===== config.mk =====
export PLATFORM = sky130hd
export DESIGN_NAME = srf04_echo_timer
export DESIGN_NICKNAME = d
export VERILOG_FILES = /design/src/rtl/srf04_pkg.sv /design/src/rtl/srf04_sync_edge.sv /design/src/rtl/srf04_echo_timer.sv
export SDC_FILE = /design/constraint.sdc
export NUM_CORES = 1
export LEC_CHECK = 0
export ABC_CLOCK_PERIOD_IN_PS = 3150
export CAP_MARGIN = 20
export CELL_PAD_IN_SITES_DETAIL_PLACEMENT = 1
export CELL_PAD_IN_SITES_GLOBAL_PLACEMENT = 2
export CORE_MARGIN = 3
export CORE_UTILIZATION = 39
export CTS_BUF_LIST = sky130_fd_sc_hd__clkbuf_4
export DETAILED_ROUTE_END_ITERATION = 6
export PLACE_DENSITY = 0.92
export SYNTH_ARGS = -nofsm -noshare
export SYNTH_HDL_FRONTEND = slang
export SYNTH_SLANG_ARGS = --single-unit

===== constraint.sdc =====
create_clock -name clkin -period 3.15 [get_ports clkin]
set_input_delay 0.4725 -clock clkin [delete_from_list [all_inputs] [get_ports clkin]]
set_output_delay 0.4725 -clock clkin [all_outputs]
set_load 0.01 [all_outputs]

===== src/rtl/srf04_pkg.sv =====
// Shared SRF04 definitions: FSM state encoding and the sound-speed conversion constant.
package srf04_pkg;

  typedef enum logic [1:0] {
    IDLE    = 2'd0,
    ARMED   = 2'd1,
    MEASURE = 2'd2,
    DONE    = 2'd3
  } state_t;

  // Round-trip echo time per centimetre; the trigger generator derives its period from it too.
  localparam int unsigned SRF04_US_PER_CM = 58;
  localparam int unsigned SRF04_US_DIV    = 50;

endpackage


===== src/rtl/srf04_sync_edge.sv =====
// 2-FF synchroniser for the async ECHO line plus registered rise/fall detection.
module srf04_sync_edge (
  input  logic clkin,
  input  logic rstn,
  input  logic din,
  output logic rise,
  output logic fall
);

  logic s1, s2, s3;

  // Both flags see the same 3-cycle latency, so the measured width is exact.
  always_ff @(posedge clkin) begin
    if (!rstn) begin
      s1   <= 1'b0;
      s2   <= 1'b0;
      s3   <= 1'b0;
      rise <= 1'b0;
      fall <= 1'b0;
    end else begin
      s1   <= din;
      s2   <= s1;
      s3   <= s2;
      rise <= s2 & ~s3;
      fall <= ~s2 & s3;
    end
  end

endmodule


===== src/rtl/srf04_echo_timer.sv =====
// Times the SRF04 echo pulse in microseconds after a trigger and converts it to centimetres.
module srf04_echo_timer
  import srf04_pkg::*;
#(
  parameter int unsigned US_DIV    = SRF04_US_DIV,
  parameter int unsigned US_PER_CM = SRF04_US_PER_CM,
  parameter int unsigned WW        = 16,
  parameter int unsigned DW        = 10,
  parameter int unsigned MAX_US    = 30000,
  parameter int unsigned ARM_TO_US = 1000
) (
  input  logic          clkin,
  input  logic          rstn,
  input  logic          en,
  input  logic          trig,
  input  logic          echo,
  output logic [WW-1:0] width_us,
  output logic [DW-1:0] dist_cm,
  output logic          valid,
  output logic          timeout,
  output logic          busy
);

  localparam int unsigned PW = (US_DIV > 1) ? $clog2(US_DIV) : 1;
  localparam int unsigned AW = $clog2(ARM_TO_US + 1);
  localparam int unsigned SW = (US_PER_CM > 1) ? $clog2(US_PER_CM) : 1;

  logic rise, fall;

  srf04_sync_edge u_sync (
    .clkin (clkin),
    .rstn  (rstn),
    .din   (echo),
    .rise  (rise),
    .fall  (fall)
  );

  state_t        state;
  logic [PW-1:0] pre;
  logic [AW-1:0] arm_cnt;
  logic [WW-1:0] wcnt, wcnt_nxt;
  logic [DW-1:0] cm_cnt, cm_nxt;
  logic [SW-1:0] sub_cnt, sub_nxt;
  logic          us_tick, arm_hit, max_hit;

  assign us_tick = (pre == PW'(US_DIV - 1));
  // Fires on the tick that brings the arm timer to ARM_TO_US.
  assign arm_hit = us_tick && (arm_cnt >= AW'(ARM_TO_US - 1));
  assign max_hit = (wcnt == WW'(MAX_US));
  assign busy    = (state != IDLE);

  // Next counter values are shared by MEASURE and the result latch, so the tick
  // landing on the fall cycle is still counted.
  always_comb begin
    wcnt_nxt = wcnt;
    cm_nxt   = cm_cnt;
    sub_nxt  = sub_cnt;
    if (us_tick) begin
      if (wcnt != WW'(MAX_US) && wcnt != '1) wcnt_nxt = wcnt + 1'b1;
      if (sub_cnt == SW'(US_PER_CM - 1)) begin
        sub_nxt = '0;
        if (cm_cnt != '1) cm_nxt = cm_cnt + 1'b1;
      end else begin
        sub_nxt = sub_cnt + 1'b1;
      end
    end
  end

  always_ff @(posedge clkin) begin
    if (!rstn) begin
      state    <= IDLE;
      pre      <= '0;
      arm_cnt  <= '0;
      wcnt     <= '0;
      cm_cnt   <= '0;
      sub_cnt  <= '0;
      width_us <= '0;
      dist_cm  <= '0;
      valid    <= 1'b0;
      timeout  <= 1'b0;
    end else begin
      valid   <= 1'b0;
      timeout <= 1'b0;
      pre     <= us_tick ? '0 : pre + 1'b1;
      if (!en) begin
        state <= IDLE;
      end else begin
        case (state)
          IDLE: begin
            if (trig) begin
              state   <= ARMED;
              arm_cnt <= '0;
              pre     <= '0;
            end
          end
          ARMED: begin
            if (us_tick && arm_cnt != '1) arm_cnt <= arm_cnt + 1'b1;
            if (rise) begin
              state   <= MEASURE;
              pre     <= '0;
              wcnt    <= '0;
              cm_cnt  <= '0;
              sub_cnt <= '0;
            end else if (arm_hit) begin
              state   <= IDLE;
              timeout <= 1'b1;
            end
          end
          MEASURE: begin
            wcnt    <= wcnt_nxt;
            cm_cnt  <= cm_nxt;
            sub_cnt <= sub_nxt;
            if (fall || max_hit) begin
              state    <= DONE;
              valid    <= 1'b1;
              timeout  <= ~fall;
              width_us <= wcnt_nxt;
              dist_cm  <= cm_nxt;
            end
          end
          DONE:    state <= IDLE;
          default: state <= IDLE;
        endcase
      end
    end
  end

endmodule


==> reports/metrics.csv, run 1 <==
metric,value,unit
status,finished clean,
cp_top_family,simple AND/OR/NAND/NOR gates,
grt_pass1_vias,3846,
synth_top_family_by_area,simple AND/OR/NAND/NOR gates,
yosysWarningCount,0,
ys_ff_latch,83,
grt_pass1_wl,19040,um
slowest_stage,nor2_1,
hold_ws,0.4222,ns
worstMarginPinSlew,0.6611,ns
synth_top_area_share,0.3970,
end_kind,flop,
ios,34,
initial_utilization,0.4036,
synth-compound-area-share,0.1707,
rsz0062_at_grt,false,
synth_simple_gate_area_frac,0.2747,
syn_inst,501,
dp.cells,652,
antenna_cells,0,
fp.dieW,109.6,um
reg2reg_from,pre[4]$_SDFF_PN0_,
core-area,0.01037,sq mm
cts.sinks,83,
p_leak,1.553,nW
ys_seq_area_frac,0.3970,
die_h,109.6,um
wirelength,11060,um
numPortBuffers,33,
ys_types,63,
arrival,2.71,ns
crit_type,reg -> reg,
fmax,0.4135,GHz
cts_max_path_buffers,2,
synthAdderAreaFrac,0.03288,
viasPerCell,5.606,
instances_no_fill,667,
syn_area,0.004185,sq mm
fin_setup_tns,0,ns
finalSetupViolCount,0,
dp_slack,0.6505,ns
worstPathRequired,3.44,ns
clock_skew,0.02289,ns
startpoint,pre[4]$_SDFF_PN0_,
synthArstFlopShare,0,
cts_root_buffer,clkbuf_4,
h-tree-depth,3,
antenna_left,0,
finalNetCount,543,
synthXorXnorAreaFrac,0.06697,
hold_viol_final,0,
startpoint_type,flop,
antenna_found_initial,0,
cts_tree,built,
power.density,370.5,mW/mm^2
clkTransAtPathRegs,0.12,ns
avgSynthCellArea,8.354,sq um
place_congestion,0.8716,
cts_hold_buf,0,
regArea,0.001662,sq mm
fin_ws,0.7315,ns
rows,37,
synth_fp_nets,517,
wl_per_cell,16.59,um
slew_headroom,0.5552,
drcViolationCount,0,
fin_crit,2.418,ns
cts_resized,0,
grt_usage,0.1993,
fillers,1249,
synth_edf_count,0,
area_growth,13.51,%
max_stage_delay,0.53,ns
synth.mux.area_fraction,0.01226,
cap_viol_max_count,0,
hp-class,reg -> reg,
drive_gt1_frac,0.07156,
worstPathMaxFanout,8,
min_from,u_sync.s3$_SDFF_PN0_,
cts_setup_buffers,0,
final_common_cell,dfxtp_1,
r2r_setup_slack,0.73,ns
vias,3739,
crit_buf_inv,0,
clk_latency,0.43,ns
maxSlewViolCount,0,
drt-pass1-iter-count,4,
first_iter_violations,126,
ys.flop_type,dfxtp_1,
multi_input_area,0.002333,sq mm
synthTopCellsByArea,"dfxtp_1 40%, o21ai_0 5.7%, xnor2_1 4.4%",
final_cell_mix,"83 x dfxtp_1, 48 x o21ai_0, 46 x nand2_1",
fin_util,0.4581,
grt-ovfl-total,0,
cts_buffers,9,
worstPathCellList,nor3b_2 > nand4_1 > nor2_1 > nand2_1 > a211oi_1 > nor3_1,
synth_top_area_cell,dfxtp_1,
die_area,0.01201,sq mm
ir_drop,0.2786,mV
min_period_over_period,0.7678,
grt_max_degree,37,
dp_hpwl,8341,um
## where the power goes
group / total [W] / switching [W] / internal [W] / leakage, nW
registers: 0.00106 / 0.00000590 / 0.00106 / 0.670
logic: 0.0000703 / 0.0000465 / 0.0000238 / 0.818
clock network: 0.000627 / 0.000371 / 0.000256 / 0.0652
total: 0.00176 / 0.000424 / 0.00134 / 1.55
## worst register-to-register path, cell delays in order, from the launching register on
cell and delay [ns]:
dfxtp_1 0.40, nor3b_2 0.42, nand4_1 0.44, nor2_1 0.53
nand2_1 0.16, a211oi_1 0.28, nor3_1 0.08
## layer usage
layer  GRT usage  vias up  share of wire  routed length, um
met5           0        -              0                  0
li1            -     1853              -                  -
met2      0.3317       44           0.49               5393
met3     0.03758       18          0.022                246
met4     0.07480        0          0.021                233
met1      0.2558     1824           0.47               5191
## final cells by class
type / instances / share of cell area
Multi-Input combinational cell: 376 / 0.4912
Sequential cell: 83 / 0.3497
Timing Repair Buffer: 41 / 0.08217
Tap cell: 136 / 0.03582
Clock buffer: 11 / 0.01738
Inverter: 16 / 0.01264
Clock inverter: 4 / 0.01106
## cell families after synthesis
family	Yosys count
compound gates	119
flops	83
buf+inv	42
simple gates	209
fa+ha+maj	11
mux	5
xor+xnor	32
## synthesized netlist by cell type, types with 2 or more instances
library cell,instances
and4_1,5
o21ai_1,2
o2bb2ai_1,3
or3_1,6
xnor2_1,21
and2_1,9
o21a_1,2
nor2_1,35
nand4_1,21
nand3_1,31
inv_1,16
a211oi_1,7
nor2b_1,3
clkbuf_1,13
nand2_1,46
a31oi_1,6
buf_2,7
or4_1,2
buf_6,2
xor2_1,11
dfxtp_1,83
o31ai_1,2
a21oi_1,33
ha_1,11
and3_1,8
buf_4,2
o22ai_1,3
nor4_1,4
nor3_1,12
nor4_2,3
o21ai_0,48
mux2i_1,4
o211ai_1,2
nand2b_1,9
## registers in the layout, summed over array words and instances (netlist names), named ones only
name and cells:
wcnt 16, sub_cnt 6, dist_cm 10, u_sync.s1 1, cm_cnt 10, width_us 16, u_sync.rise 1, u_sync.s3 1
pre 6, valid 1, timeout 1, u_sync.fall 1, u_sync.s2 1, arm_cnt 10, state 1
## metrics by stage
step	total power, W	area (sq um)
2_1_floorplan	0.001131	4185
3_3_place_gp	0.001153	4616
3_5_place_dp	0.001157	4616
4_1_cts	0.001780	4751
5_1_grt	0.001845	4751
6_report	0.001760	4751
## path summary, 6_finish.rpt
| check | to | cells after the start |
|---|---|---|
| max reg2reg | cm_cnt[2]$_SDFFE_PN0P_ | 6 |
| min reg2reg | u_sync.rise$_SDFF_PN0_ | 1 |
| min | u_sync.rise$_SDFF_PN0_ | 1 |
| max | cm_cnt[2]$_SDFFE_PN0P_ | 6 |
Power figures use the tool's default switching activity.
==> run 2: changes to the inputs <==
ABC_CLOCK_PERIOD_IN_PS = 2000   (was 3150)
CORE_UTILIZATION = 33   (was 39)
PLACE_DENSITY = 0.83   (was 0.92)
clock period = 2 ns   (was 3.15 ns; I/O delays follow)
==> run 2 against run 1 <==
Fmax grew 24%. Critical endpoint is now wcnt[11]$_SDFFE_PN0P_. Utilization grew 0.13 points. Largest cell class unchanged. Register-to-register slack lost 0.68 ns. Clock power grew 74%. Clock-buffer cell count shrank 2.
==> reports/metrics.csv, run 2 (synthesis results as in run 1) <==
metric,value,unit,change
status,finished clean,,unchanged
dp.cells,740,,was 652
arrival,2.38,ns,was 2.71 ns
r2r_setup_slack,0.05,ns,was 0.73 ns
viasPerCell,5.299,,was 5.606
maxSlewViolCount,0,,unchanged
critPathMostFrequentCell,nand3_2,,
finalSetupViolCount,0,,unchanged
ir_drop,0.3785,mV,was 0.2786 mV
ios,34,,unchanged
max_stage_delay,0.45,ns,was 0.53 ns
clock_skew,0.01850,ns,was 0.02289 ns
p_total,0.002916,W,was 0.001760 W
met1_length,5841,um,was 5191 um
power.density,519.7,mW/mm^2,was 370.5 mW/mm^2
clk_latency,0.47,ns,was 0.43 ns
vias,4091,,was 3739
crit_type,reg -> reg,,unchanged
cap_viol_max_count,0,,unchanged
min_path_cells,2,,was 1
met2_length,6604,um,was 5393 um
antenna_cells,0,,unchanged
p_leak,2.012,nW,was 1.553 nW
rsz0062_at_grt,true,,was false
min_period_over_period,0.9763,,was 0.7678
cts_max_path_buffers,2,,unchanged
initial_utilization,0.3427,,was 0.4036
die_area,0.01407,sq mm,was 0.01201 sq mm
die_h,118.6,um,was 109.6 um
drt-pass1-iter-count,4,,unchanged
grt-ovfl-total,0,,unchanged
area_growth,34.05,%,was 13.51%
clkTransAtPathRegs,0.13,ns,was 0.12 ns
reg2reg_from,pre[1]$_SDFF_PN0_,,was pre[4]$_SDFF_PN0_
first_iter_violations,180,,was 126
antenna_found_initial,0,,unchanged
top_regs,"wcnt (16), width_us (16)",,unchanged
slowest_stage,or4_4,,was nor2_1
drive_gt1_frac,0.2533,,was 0.07156
min_from,echo,,was u_sync.s3$_SDFF_PN0_
worstPathMaxFanout,4,,was 8
highest_layer,met4,,unchanged
grt_pass1_vias,4112,,was 3846
rows,40,,was 37
wirelength,13060,um,was 11060 um
min_to,u_sync.s1$_SDFF_PN0_,,was u_sync.rise$_SDFF_PN0_
slew_headroom,0.6342,,was 0.5552
drcViolationCount,0,,unchanged
h-tree-depth,3,,unchanged
grt_usage,0.1788,,was 0.1993
wl_met3,333,um,was 246 um
fin_crit,1.953,ns,was 2.418 ns
startpoint_type,flop,,unchanged
multi_input_area,0.002537,sq mm,was 0.002333 sq mm
wl_per_cell,16.92,um,was 16.59 um
antenna_left,0,,unchanged
regArea,0.001680,sq mm,was 0.001662 sq mm
fmax,0.5121,GHz,was 0.4135 GHz
dp_hpwl,9203,um,was 8341 um
rr_endpoint,wcnt[11]$_SDFFE_PN0P_,,was cm_cnt[2]$_SDFFE_PN0P_
hp-class,in -> reg,,was reg -> reg
final_cell_mix,"74 x buf_4, 70 x dfxtp_1, 43 x nand2_1",,"was 83 x dfxtp_1, 48 x o21ai_0, 46 x nand2_1"
core-area,0.01221,sq mm,was 0.01037 sq mm
instances_no_fill,772,,was 667
cts_hold_buf,0,,unchanged
grt_pass1_wl,20420,um,was 19040 um
cts.sinks,83,,unchanged
reg2reg_depth,8,,was 6
fp.dieW,118.6,um,was 109.6 um
end_kind,flop,,unchanged
fillers,1506,,was 1249
cts_buffers,9,,unchanged
finalNetCount,615,,was 543
final_common_cell,buf_4,,was dfxtp_1
worstMarginPinSlew,0.5451,ns,was 0.6611 ns
worstPathCellList,inv_2 > ha_4 > and2_4 > nand4_1 > a211oi_4 > nand3_2 > or4_4 > nand3_2,,was nor3b_2 > nand4_1 > nor2_1 > nand2_1 > a211oi_1 > nor3_1
grt_max_degree,30,,was 37
cts_root_buffer,clkbuf_4,,unchanged
place_congestion,0.8698,,was 0.8716
numPortBuffers,33,,unchanged
worstPathRequired,2.42,ns,was 3.44 ns
hold_viol_final,0,,unchanged
cts_tree,built,,unchanged
==> run 2: changes by cell type in the layout (fill, tap and decap cells not counted), moves of 4 or more <==
| cell | change |
|---|---|
| buf_4 | +66 |
| dfxtp_1 | -13 |
| dfxtp_2 | +12 |
| o21ai_0 | -9 |
| o21ai_1 | +8 |
| nor3_1 | -5 |
| nor3_2 | +5 |
| buf_6 | +4 |
| nand3_1 | -4 |
| nand3_2 | +4 |
| nor4_4 | +4 |
==> run 2: where the power goes <==
| group | switching, W | total [W] | internal [W] |
|---|---|---|---|
| Combinational | 0.0000898 | 0.000156 | 0.0000658 |
| Clock | 0.000596 | 0.00109 | 0.000492 |
| Sequential | 0.00000874 | 0.00167 | 0.00166 |
| Total | 0.000694 | 0.00292 | 0.00222 |
==> run 2: worst max-delay path by stage <==
stage / start / endpoint
floorplan: wcnt[0]$_SDFFE_PN0P_ / wcnt[9]$_SDFFE_PN0P_
global placement: pre[1]$_SDFF_PN0_ / wcnt[9]$_SDFFE_PN0P_
detailed placement: pre[4]$_SDFF_PN0_ / wcnt[11]$_SDFFE_PN0P_
CTS: pre[4]$_SDFF_PN0_ / wcnt[3]$_SDFFE_PN0P_
global route: cm_cnt[6]$_SDFFE_PN0P_ / cm_cnt[3]$_SDFFE_PN0P_
finish: pre[1]$_SDFF_PN0_ / wcnt[11]$_SDFFE_PN0P_
==> run 2: final cells by class <==
cell class                      instances  share of cell area
Clock inverter                          7             0.01472
Clock buffer                            9             0.01204
Multi-Input combinational cell        376              0.4523
Inverter                               16             0.01115
Tap cell                              168             0.03747
Timing Repair Buffer                  113              0.1728
Sequential cell                        83              0.2995
==> run 2: through the flow <==
stage                     TNS, ns  setup slack (ns)  instance area (sq um)  hold slack [ns]  utilization
final                           0           0.04742                   5610           0.4185       0.4594
after global routing       -1.238           -0.1051                   5610           0.3688       0.4594
after CTS                       0          0.002361                   5278           0.3805       0.4322
after detailed placement  -0.2810          -0.09693                   5076           0.4153       0.4157
after global placement          0           0.05146                   5076           0.3901       0.4157
after floorplan                 0          0.003158                   4185           0.3835            -
==> run 2: repair_timing <==
item                                    CTS  global route
gates resized for setup                  11            66
buffers inserted                          4            10
pin swaps                                 6            18
endpoints found under the setup margin   15            59
cloned                                    0             3
==> run 2: worst max-delay path: cells and delay by family (launching register included) <==
kind	cells	cell delay, ns
buf+inv	1	0.06
fa+ha+maj	1	0.14
compound gates	1	0.34
flops	1	0.35
simple gates	5	1.03
==> run 2: metal layers <==
metal  GRT usage  up-vias
met5           0        -
met4     0.07024        0
met3     0.03349       18
met2      0.3023       59
met1      0.2244     2014
li1            -     2000
